$ cat src/rtl/hex_disp_pkg.sv
// Shared constants and the nibble-to-segment table for the hex display scanner.
// Segment vectors are ordered g..a and active-low (0 = segment lit).
package hex_disp_pkg;

  localparam logic [6:0] SEG_BLANK = 7'h7F;

  function automatic logic [6:0] hex_to_seg(input logic [3:0] nibble);
    logic [6:0] seg;
    seg = SEG_BLANK;
    case (nibble)
      4'h0: seg = 7'h40;
      4'h1: seg = 7'h79;
      4'h2: seg = 7'h24;
      4'h3: seg = 7'h30;
      4'h4: seg = 7'h19;
      4'h5: seg = 7'h12;
      4'h6: seg = 7'h02;
      4'h7: seg = 7'h78;
      4'h8: seg = 7'h00;
      4'h9: seg = 7'h10;
      4'hA: seg = 7'h08;
      4'hB: seg = 7'h03;
      4'hC: seg = 7'h46;
      4'hD: seg = 7'h21;
      4'hE: seg = 7'h06;
      4'hF: seg = 7'h0E;
      default: seg = SEG_BLANK;
    endcase
    return seg;
  endfunction

endpackage

$ cat src/rtl/hex7seg_lut.sv
// Combinational hex nibble to active-low 7-segment pattern (g..a).
module hex7seg_lut
  import hex_disp_pkg::*;
(
  input  logic [3:0] nibble_i,
  output logic [6:0] seg_o
);

  always_comb begin
    seg_o = hex_to_seg(nibble_i);
  end

endmodule

$ cat src/rtl/hex_display_scan.sv
// Time-multiplexed common-anode 7-segment driver with tear-free frame updates.
// Define HEX_DISP_LZB_EN to blank leading zero digits (digit 0 always lit).
module hex_display_scan
  import hex_disp_pkg::*;
#(
  parameter int unsigned DIGITS  = 4,
  parameter int unsigned CLK_DIV = 50000
) (
  input  logic                  clk,
  input  logic                  rst_n,
  input  logic [4*DIGITS-1:0]   value_in,
  input  logic                  load,
  input  logic                  blank,
  output logic                  pending,
  output logic [6:0]            seg,
  output logic [DIGITS-1:0]     an
);

  localparam int unsigned CntW = (CLK_DIV > 1) ? $clog2(CLK_DIV) : 1;
  localparam int unsigned IdxW = (DIGITS > 1) ? $clog2(DIGITS) : 1;
  localparam logic [CntW-1:0] CntLast = CntW'(CLK_DIV - 1);
  localparam logic [IdxW-1:0] IdxLast = IdxW'(DIGITS - 1);

  logic [CntW-1:0]     div_cnt_q, div_cnt_d;
  logic [IdxW-1:0]     idx_q, idx_d;
  logic [4*DIGITS-1:0] shadow_q, shadow_d;
  logic [4*DIGITS-1:0] shown_q, shown_d;
  logic                pending_q, pending_d;
  logic [6:0]          seg_q, seg_d;
  logic [DIGITS-1:0]   an_q, an_d;

  logic                tick;
  logic                frame_end;
  logic [3:0]          cur_nibble;
  logic [6:0]          cur_seg;
  logic [DIGITS-1:0]   lz_mask;

  assign tick      = (div_cnt_q == CntLast);
  assign frame_end = tick && (idx_q == IdxLast);

  // Divider and scan index
  always_comb begin
    div_cnt_d = tick ? '0 : div_cnt_q + 1'b1;
    idx_d     = idx_q;
    if (tick) begin
      idx_d = (idx_q == IdxLast) ? '0 : idx_q + 1'b1;
    end
  end

  // Shadow/shown double buffer: shown only changes on a frame boundary.
  always_comb begin
    shadow_d  = shadow_q;
    shown_d   = shown_q;
    pending_d = pending_q;
    if (load) begin
      shadow_d = value_in;
    end
    if (frame_end) begin
      if (load) begin
        shown_d   = value_in;
        pending_d = 1'b0;
      end else if (pending_q) begin
        shown_d   = shadow_q;
        pending_d = 1'b0;
      end
    end else if (load) begin
      pending_d = 1'b1;
    end
  end

  always_comb begin
    cur_nibble = '0;
    for (int k = 0; k < int'(DIGITS); k++) begin
      if (idx_q == IdxW'(k)) begin
        cur_nibble = shown_q[4*k +: 4];
      end
    end
  end

  hex7seg_lut u_lut (
    .nibble_i (cur_nibble),
    .seg_o    (cur_seg)
  );

`ifdef HEX_DISP_LZB_EN
  // Digit k is suppressed when it and every more-significant nibble are zero.
  always_comb begin
    logic all_zero;
    all_zero = 1'b1;
    lz_mask  = '0;
    for (int k = int'(DIGITS) - 1; k >= 1; k--) begin
      all_zero   = all_zero && (shown_q[4*k +: 4] == 4'h0);
      lz_mask[k] = all_zero;
    end
  end
`else
  always_comb begin
    lz_mask = '0;
  end
`endif

  // Anode off for the whole tick cycle so the old segments never ghost onto the next digit.
  always_comb begin
    an_d = '1;
    if (!tick && !blank) begin
      for (int k = 0; k < int'(DIGITS); k++) begin
        an_d[k] = !((idx_q == IdxW'(k)) && !lz_mask[k]);
      end
    end
    seg_d = blank ? SEG_BLANK : cur_seg;
  end

  always_ff @(posedge clk or negedge rst_n) begin
    if (!rst_n) begin
      div_cnt_q <= '0;
      idx_q     <= '0;
      shadow_q  <= '0;
      shown_q   <= '0;
      pending_q <= 1'b0;
      seg_q     <= SEG_BLANK;
      an_q      <= '1;
    end else begin
      div_cnt_q <= div_cnt_d;
      idx_q     <= idx_d;
      shadow_q  <= shadow_d;
      shown_q   <= shown_d;
      pending_q <= pending_d;
      seg_q     <= seg_d;
      an_q      <= an_d;
    end
  end

  assign pending = pending_q;
  assign seg     = seg_q;
  assign an      = an_q;

endmodule

$ cat config.mk
export PLATFORM = sky130hd
export DESIGN_NAME = hex_display_scan
export DESIGN_NICKNAME = d
export VERILOG_FILES = /design/src/rtl/hex_disp_pkg.sv /design/src/rtl/hex7seg_lut.sv /design/src/rtl/hex_display_scan.sv
export SDC_FILE = /design/constraint.sdc
export NUM_CORES = 1
export LEC_CHECK = 0
export BUFFER_PORTS_ARGS = -buffer_cell sky130_fd_sc_hd__buf_2
export CAP_MARGIN = 20
export CORE_AREA = 5 5 75 77
export CTS_CLUSTER_SIZE = 12
export DETAILED_ROUTE_END_ITERATION = 10
export DIE_AREA = 0 0 80 82
export PLACE_DENSITY = 0.81
export SYNTH_ARGS = -nofsm -noshare
export SYNTH_HDL_FRONTEND = slang
export SYNTH_HIERARCHICAL = 1
export SYNTH_SLANG_ARGS = --single-unit
$ cat constraint.sdc
create_clock -name clk -period 7.39 [get_ports clk]
set_clock_uncertainty 0.05 [all_clocks]
set_input_delay 0.3695 -clock clk [delete_from_list [all_inputs] [get_ports clk]]
set_output_delay 0.3695 -clock clk [all_outputs]
set_load 0.01 [all_outputs]
======== Word level (Yosys, flattened, before mapping) ========
Memory sizes are Yosys's and may differ from the RTL's.
Cells that the tools add are included.
word-level totals
  memory bits (read-only) ................. 112
  flip-flop bits (word level) ............. 62
  memories ................................ 1
cells by class
  reduce and logical (&&, ||, !) cells .... 12
  $add $sub $neg .......................... 2
  muxes and demuxes ....................... 12
  eq/ne operators ......................... 4
memory list
  memory           words  width  rd ports  clocked after memory_dff  write ports  RTL line            RTL
  (no name shown)  16     7      1         0                         0            hex_disp_pkg.sv:10  case (nibble)
operator list
  kind                                                                    count
  16-bit 2-to-1 mux                                                       3
  4-bit 2-to-1 mux                                                        5
  16-bit by 1-bit adder with 16-bit output (second input constant)        1
  16-bit equality test (second input constant)                            1
  7-bit 2-to-1 mux                                                        1
  1-bit logical NOT                                                       6
  2-bit equality test (second input constant)                             2
  2-bit nonzero test                                                      2
  2-bit by 1-bit adder with 2-bit output (second input constant)          1
  2-bit by 1-bit equality test with 1-bit output (second input constant)  1
  1-bit logical AND                                                       2
  2-bit logical NOT                                                       1
  1-bit 2-to-1 mux                                                        2
  2-bit 2-to-1 mux                                                        1
  2-bit AND reduction                                                     1

======== Depth between registers and ports, before layout ========
Gate-level depths: netlist (run 1).
An unclocked memory read counts as a cell.
  depth in word-level cells ............... 7
  mapped depth ............................ 11
  depth with buffers taken out ............ 11

======== Hierarchy ========
Netlist (run 1), hierarchy kept.
by module, submodules not included
  module            area an instance (um2)  instances  cells each
  hex_display_scan  2643.8                  1          199
  hex7seg_lut       252.7                   1          31

======== Least setup slack after synthesis (run 1) ========
No wires, ideal clock.
  path kind ............................... register to register
  start ................................... register idx_q[0]
  end ..................................... register seg_q[3], in the netlist seg[3]
  data arrival time ....................... 2.665 ns
  cell stages (with the launch flop) ...... 11
  setup time .............................. 0.084 ns
  setup slack ............................. 4.591 ns
  path through ............................ dfrtp_1 > inv_1 > ha_1 > nor2b_1 > a221oi_1 > o31ai_1 > inv_1 > ha_1 > inv_1 > mux4_2 > or2_2
on the way
  longest elaborated chain between the ends .. 7
  elaborated cells between the ends (all ways) .. 10
ends and longest elaborated chain
  element                         RTL line                 RTL
  from (decl)                     hex_display_scan.sv:25   logic [IdxW-1:0] idx_q, idx_d;
  from (signal assigned)          hex_display_scan.sv:124  idx_q <= idx_d;
  2-bit logical NOT               hex_display_scan.sv:74   if (idx_q == IdxW'(k)) begin
  4-bit 2-to-1 mux (3 in series)  hex_display_scan.sv:74
  4-bit 2-to-1 mux (*)            hex_display_scan.sv:74
  via cur_nibble[0]               hex_display_scan.sv:34   logic [3:0] cur_nibble;
  memory 16 x 7 bit (*)           n/a
  via cur_seg[3]                  hex_display_scan.sv:35   logic [6:0] cur_seg;
  7-bit 2-to-1 mux (*)            hex_display_scan.sv:110  seg_d = blank ? SEG_BLANK : cur_seg;
  via seg_d[3]                    hex_display_scan.sv:29   logic [6:0] seg_q, seg_d;
  to (signal assigned)            hex_display_scan.sv:128  seg_q <= seg_d;
  to (decl)                       hex_display_scan.sv:29
The timed path passes the listed nets; every way through them passes the cells marked *.
A chain may end at the register's enable or synchronous reset.

======== Worst setup path after layout (run 1) ========
  start ................................... register idx_q[1]
  end ..................................... register seg_q[3], in the netlist seg[3]
The elaborated chain is that of the path after synthesis.

==> out/results.txt, run 1 <==
status -> finished clean
total global routing overflow -> 0
Leak Pwr -> 0.00153 uW
number of global-route vias before repair -> 1751
I/O pin count -> 32
Hold WS -> 127 ps
CP Max Fanout -> 7
pwr dens -> 207 nW/um2
Die X -> 80 um
R2R Path Start -> idx_q[1]$_DFFE_PN0N_
drt via density -> 5.25
Mapped Area -> 2900 um2
core area -> 4940 um2
Final min period -> 3190 ps
share of post-route cells with drive strength above 1 -> 38.7%
Synth Area in Simple Gates -> 13.6%
initial antenna violation count -> 0
Post-synth EDFFs -> 0
Max VDD drop -> 0.000142 V
R2R depth -> 10
DP Wirelength -> 3510 um
Req. time, crit path -> 7600 ps
xor/xnor share of the synthesized area -> 4.23%
Max Freq -> 314 MHz
clock latency on the worst-skew pair -> 340 ps
Final Setup Violations -> 0
Synth Flop Type -> dfrtp_1
Setup WS pre-CTS -> 4240 ps
Post-Route WL -> 5000 um
post-synthesis mux area share -> 16.2%
H-tree depth -> 3
asr flop ratio synth -> 100%
commonest non-fill, non-tap cell in the layout -> dfrtp_1
antenna cell count -> 0
Pins Over Slew Limit -> 0
post-cts resize count -> 0
post-synthesis adder-cell area fraction -> 5.18%
Via Count -> 1789
initial DRC count -> 79
capturing point of the worst reg2reg path -> seg[3]$_DFF_PN1_
Starting Density -> 58.6%
synth warn -> 6
post-CTS repair timing setup buffer count -> 0
Routed WL per cell -> 14.6 um
synth unique cells -> 38
Hold-fix buffers, CTS -> 0
clock buffer depth -> 2
Seq/Total Area, Yosys -> 54.0%
startpoint class of the critical path -> flip-flop
CTS root buffer -> clkbuf_8
Slew Limit Headroom -> 50.5%
Final Power -> 686 uW
CTS Buf Count -> 9
IO Port Bufs -> 31
crit share post-route -> 43.1%
TritonRoute pass-1 iters -> 4
Setup crit end kind -> flip-flop
crit path kind -> flip-flop to flip-flop
Syn-to-layout area delta -> 14.6%
final setup margin -> 4200 ps
Hold Crit Class -> input port to async pin
R2R Setup Slk -> 4200 ps
Synth Area in Compound Gates -> 4.15%
most frequent cells in the layout -> dfrtp_1 (51), buf_2 (31), mux2_2 (22)
Final ANT Viol Nets -> 0
Hold Fails Final Rpt -> 0
gpl congestion -> 0.853
die area -> 6560 um2
main combinational cell family by area after synthesis -> multiplexers
actual slew at the worst max-slew pin -> 742 ps
pin count of the biggest net entering global routing -> 63
Sink Count -> 62
global-route wire length before repair -> 8230 um
Clock transition at path regs -> 70 ps
Die Span Y -> 82 um
All-Layer GR Usage -> 17.2%
Arr. time, crit path -> 3400 ps
CTS tree -> done
fin nets -> 298
RSZ-0062 raised after global routing -> false
Post-Route Setup TNS -> 0 ps
filler cell count -> 389
Mapped Cells -> 230
Syn Area/Cell -> 12.6 um2
max-cap viol count -> 0
# DRC -> 0
Yosys reg bits -> 62
Core Rows -> 26
Synthesized Nets -> 262
[cell usage after synthesis, drive strengths merged, types with 4 or more instances]
master	number	area, um2
nor2	15	56.3
nand3	6	30.0
dfrtp	51	1280
buf	5	33.8
nor2b	4	25.0
inv	8	30.0
o21ai	8	40.0
xnor2	11	96.3
or2	7	43.8
nand2	15	56.3
mux2	32	398
mux2i	5	50.1
ha	12	150
nand4	5	31.3
dfstp	11	289
[registers in the layout, indices dropped and copies added, names as in the netlist]
register   cells
an             4
pending        1
shown_q       16
shadow_q      16
seg            7
div_cnt_q     16
idx_q          2
[final cells by class]
cell class	instances	area [um2]	area share [%]
Clock buffer	10	138	4.15
Clock inverter	6	71.3	2.15
Inverter	8	30.0	0.905
Multi-Input combinational cell	152	1260	37.9
Sequential cell	62	1570	47.2
Tap cell	70	87.6	2.64
Timing Repair Buffer	33	170	5.13
[kinds of logic after synthesis]
| logic type | after synthesis |
|---|---|
| AND/OR/NAND/NOR | 69 |
| flip-flops | 62 |
| multiplexers | 38 |
| AO/OA/AOI/OAI | 19 |
| buffers and inverters | 16 |
| XOR/XNOR | 14 |
| adder cells (fa/ha/maj) | 12 |
[report_power, final]
part	total, uW	leakage (uW)	switching [uW]	internal [uW]
registers	354	0.000772	2.31	351
logic	31.0	0.000660	16.5	14.5
clock network	301	0.0000987	135	166
total	686	0.00153	154	532
[metal layers]
metal	wire length, um	track usage, %	up-vias
met5	0	0	-
met4	95	9.63	0
met3	209	5.37	6
met2	2330	25.7	31
met1	2360	22.2	878
li1	-	-	874
[critical path, cell delays in order (launching register included)]
cell,delay [ps]
dfrtp_1,380
inv_1,90
ha_1,260
nor2b_1,230
a221oi_1,120
o31ai_1,580
inv_1,250
ha_1,370
inv_1,50
mux4_2,440
or2_2,290
[metrics by stage]
step	instance area [um2]	util (%)	std cells
2_1_floorplan	2900	-	230
3_3_place_gp	3110	62.9	325
3_5_place_dp	3110	62.9	325
4_1_cts	3320	67.1	341
5_1_grt	3320	67.1	341
6_report	3320	67.1	341
[how the worst max path moves through the flow]
stage          cells past startpoint          endpoint                  from  slack (ps)
6_report                          10  seg[3]$_DFF_PN1_  idx_q[1]$_DFFE_PN0N_        4200
5_1_grt                           10  seg[3]$_DFF_PN1_  idx_q[1]$_DFFE_PN0N_        3960
4_1_cts                           10  seg[3]$_DFF_PN1_  idx_q[1]$_DFFE_PN0N_        4200
3_5_place_dp                      10  seg[3]$_DFF_PN1_  idx_q[1]$_DFFE_PN0N_        4240
3_3_place_gp                      10  seg[3]$_DFF_PN1_  idx_q[0]$_DFFE_PN0N_        4460
2_1_floorplan                     10  seg[3]$_DFF_PN1_  idx_q[0]$_DFFE_PN0N_        4590
(Power assumes the default switching activity.)
==> run 2, diff against run 1 <==
Settings changed: ABC_AREA from default to 1, CORE_AREA 5 5 75 77 to 5 5 79 81, DIE_AREA 0 0 80 82 to 0 0 84 86, PLACE_DENSITY 0.81 to 0.79.
Clock period 7.39 ns to 3.3 ns, I/O delays scaled along.
==> run 2 against run 1 <==
Against the previous run: flip-flop and latch count did not move; synthesized area rose by 8.5%; first-iteration DRC count rose by 73%; utilization fell by 1.3 points; via count rose by 42%; sequential share of layout area fell by 3.2 points; hold slack got worse by 120 ps; synthesized cell count rose by 66%; register-to-register slack got worse by 3500 ps; cell area rose by 7.2%; largest cell class unchanged.
==> out/results.txt, run 2 <==
CTS root buffer -> clkbuf_8
Req. time, crit path -> 3510 ps (-4090 ps)
Clock transition at path regs -> 70 ps (about the same)
share of the synthesized area in the top cell type -> 40.6% (-3.4 points)
Syn-to-layout area delta -> 13.3%
CTS Buf Count -> 9 (unchanged)
Die X -> 84 um (+5.0%)
commonest non-fill, non-tap cell in the layout -> nand2_1
initial DRC count -> 137 (+73%)
Post-Route WL -> 6300 um (+26%)
Post-synth EDFFs -> 0 (unchanged)
Max Freq -> 382 MHz (+22%)
R2R depth -> 13 (+3)
Synth Flop Type -> dfrtp_1
pwr dens -> 451 nW/um2 (+120%)
actual slew at the worst max-slew pin -> 888 ps (+146 ps)
global-route wire length before repair -> 11100 um (+35%)
WHS Path Cells -> 3
TritonRoute pass-1 iters -> 4 (unchanged)
pin count of the biggest net entering global routing -> 42 (-33%)
R2R Path Start -> idx_q[1]$_DFFE_PN0N_
Final min period -> 2620 ps (-569 ps)
status -> finished clean
die area -> 7220 um2 (+10%)
clock latency on the worst-skew pair -> 340 ps (about the same)
Syn Area/Cell -> 8.22 um2 (-35%)
R2R Setup Slk -> 680 ps (-3520 ps)
Hold Fails Final Rpt -> 0 (unchanged)
gpl congestion -> 0.929 (+9.0%)
I/O pin count -> 32 (unchanged)
Hold Crit Class -> input port to flip-flop
most common cell in the netlist -> nand2_1
share of post-route cells with drive strength above 1 -> 18.1% (-21 points)
Die Span Y -> 86 um (+4.9%)
Largest regs -> div_cnt_q: 16 flops, shadow_q: 16 flops, shown_q: 16 flops
most frequent cells after synthesis -> nand2_1 (130), dfrtp_1 (51), inv_1 (35)
DP Wirelength -> 4490 um (+28%)
fin nets -> 448 (+50%)
startpoint class of the critical path -> flip-flop
crit share post-route -> 79.4% (+36 points)
Mapped Cells -> 382 (+66%)
max-cap viol count -> 0 (unchanged)
IO Port Bufs -> 31 (unchanged)
number of global-route vias before repair -> 2532 (+45%)
Pins Over Slew Limit -> 0 (unchanged)
Routed WL per cell -> 12.8 um (-13%)
Setup crit end kind -> flip-flop
Sink Count -> 62 (unchanged)
Mapped Area -> 3140 um2 (+8.5%)
clock buffer depth -> 2 (unchanged)
CTS tree -> done
Slew Limit Headroom -> 40.8% (-9.8 points)
Arr. time, crit path -> 2830 ps (-570 ps)
synth unique cells -> 28 (-26%)
post-CTS repair timing setup buffer count -> 0 (unchanged)
hold-critical path endpoint -> shadow_q[6]$_DFFE_PN0P_
Max VDD drop -> 0.000302 V (+110%)
synth warn -> 6 (unchanged)
Via Count -> 2533 (+42%)
most frequent cells in the layout -> nand2_1 (130), dfrtp_1 (51), inv_1 (35)
initial antenna violation count -> 0 (unchanged)
final setup margin -> 681 ps (-3520 ps)
Setup WS pre-CTS -> 747 ps (-3490 ps)
RSZ-0062 raised after global routing -> false
Post-Route Setup TNS -> 0 ps (unchanged)
Final ANT Viol Nets -> 0 (unchanged)
core area -> 5410 um2 (+9.3%)
Leak Pwr -> 0.00185 uW (+21%)
All-Layer GR Usage -> 19.1% (+1.9 points)
capturing point of the worst reg2reg path -> seg[0]$_DFF_PN1_
Hold Crit Start -> value_in[6]
filler cell count -> 432 (+11%)
antenna cell count -> 0 (unchanged)
H-tree depth -> 3 (unchanged)
post-cts resize count -> 0 (unchanged)
Synthesized Nets -> 414 (+58%)
Core Rows -> 27 (+3.8%)
crit path kind -> flip-flop to flip-flop
Seq/Total Area, Yosys -> 49.8% (-4.2 points)
# DRC -> 0 (unchanged)
asr flop ratio synth -> 100% (unchanged)
Final Setup Violations -> 0 (unchanged)
CP Max Fanout -> 6 (-1)
Synth area leaders -> dfrtp_1 (41%), nand2_1 (16%), dfstp_2 (9.2%)
total global routing overflow -> 0 (unchanged)
cell type with the largest total area after synthesis -> dfrtp_1
drt via density -> 5.15 (-1.9%)
Yosys reg bits -> 62 (unchanged)
Starting Density -> 58.1% (-0.45 points)
## run 2: cell families after synthesis
group | share of synthesized area, %
buffers and inverters | 7.37
adder cells (fa/ha/maj) | 4.78
AND/OR/NAND/NOR | 31.7
XOR/XNOR | 1.95
flip-flops | 49.8
AO/OA/AOI/OAI | 4.34
## run 2: area by class of cell
class / count / area, um2 / share of cell area (%)
Clock buffer: 11 / 151 / 4.25
Clock inverter: 4 / 70.1 / 1.97
Inverter: 37 / 139 / 3.90
Multi-Input combinational cell: 270 / 1350 / 37.8
Sequential cell: 62 / 1570 / 44.0
Tap cell: 72 / 90.1 / 2.53
Timing Repair Buffer: 36 / 198 / 5.56
## run 2: where the power goes
| group | internal, uW | switching [uW] | total [uW] | leakage [uW] |
|---|---|---|---|---|
| logic | 23.8 | 44.6 | 68.5 | 0.000955 |
| registers | 785 | 5.31 | 790 | 0.000780 |
| clock network | 460 | 287 | 747 | 0.000115 |
| total | 1270 | 337 | 1610 | 0.00185 |
## run 2: per-layer routing
layer	part of all wire, %	routed length [um]	global-route usage, %	vias to the layer above
met5	0	0	0	-
met4	1.4	89	7.31	0
met3	3.1	197	5.09	9
met2	52	3270	33.0	33
met1	44	2750	22.8	1221
li1	-	-	-	1270
## run 2: worst max-delay path by stage
stage	start	to	slack, ps	cells past startpoint
6_report	idx_q[1]$_DFFE_PN0N_	seg[0]$_DFF_PN1_	680	13
5_1_grt	idx_q[1]$_DFFE_PN0N_	seg[0]$_DFF_PN1_	440	13
4_1_cts	idx_q[1]$_DFFE_PN0N_	seg[0]$_DFF_PN1_	700	13
3_5_place_dp	idx_q[1]$_DFFE_PN0N_	seg[0]$_DFF_PN1_	750	13
3_3_place_gp	idx_q[0]$_DFFE_PN0N_	seg[3]$_DFF_PN1_	910	11
2_1_floorplan	idx_q[0]$_DFFE_PN0N_	seg[3]$_DFF_PN1_	1010	11
## run 2: stage by stage
step           std cells  total power [uW]  hold WS (ps)  area [um2]  util (%)
2_1_floorplan        382               835          -181        3140         -
3_3_place_gp         475               871           287        3320      61.4
3_5_place_dp         475               873           286        3320      61.4
4_1_cts              492              1620          1.07        3560      65.8
5_1_grt              492              1670          10.7        3560      65.8
6_report             492              1610          5.35        3560      65.8
## run 2: repair_timing
action,in CTS,in global routing
endpoints found under the setup margin,0,0
hold endpoints to repair,41,0
hold buffers,2,0
## run 2: critical path: stages, from the launching register on
cell     delay, ps
dfrtp_1        370
inv_1           80
ha_1           260
inv_1          140
nand3_1         90
a21o_1         170
a21oi_1        400
inv_1          210
ha_1           240
inv_1           90
nand2_1         70
nand3_1         80
nand2_1         50
or2_2          260
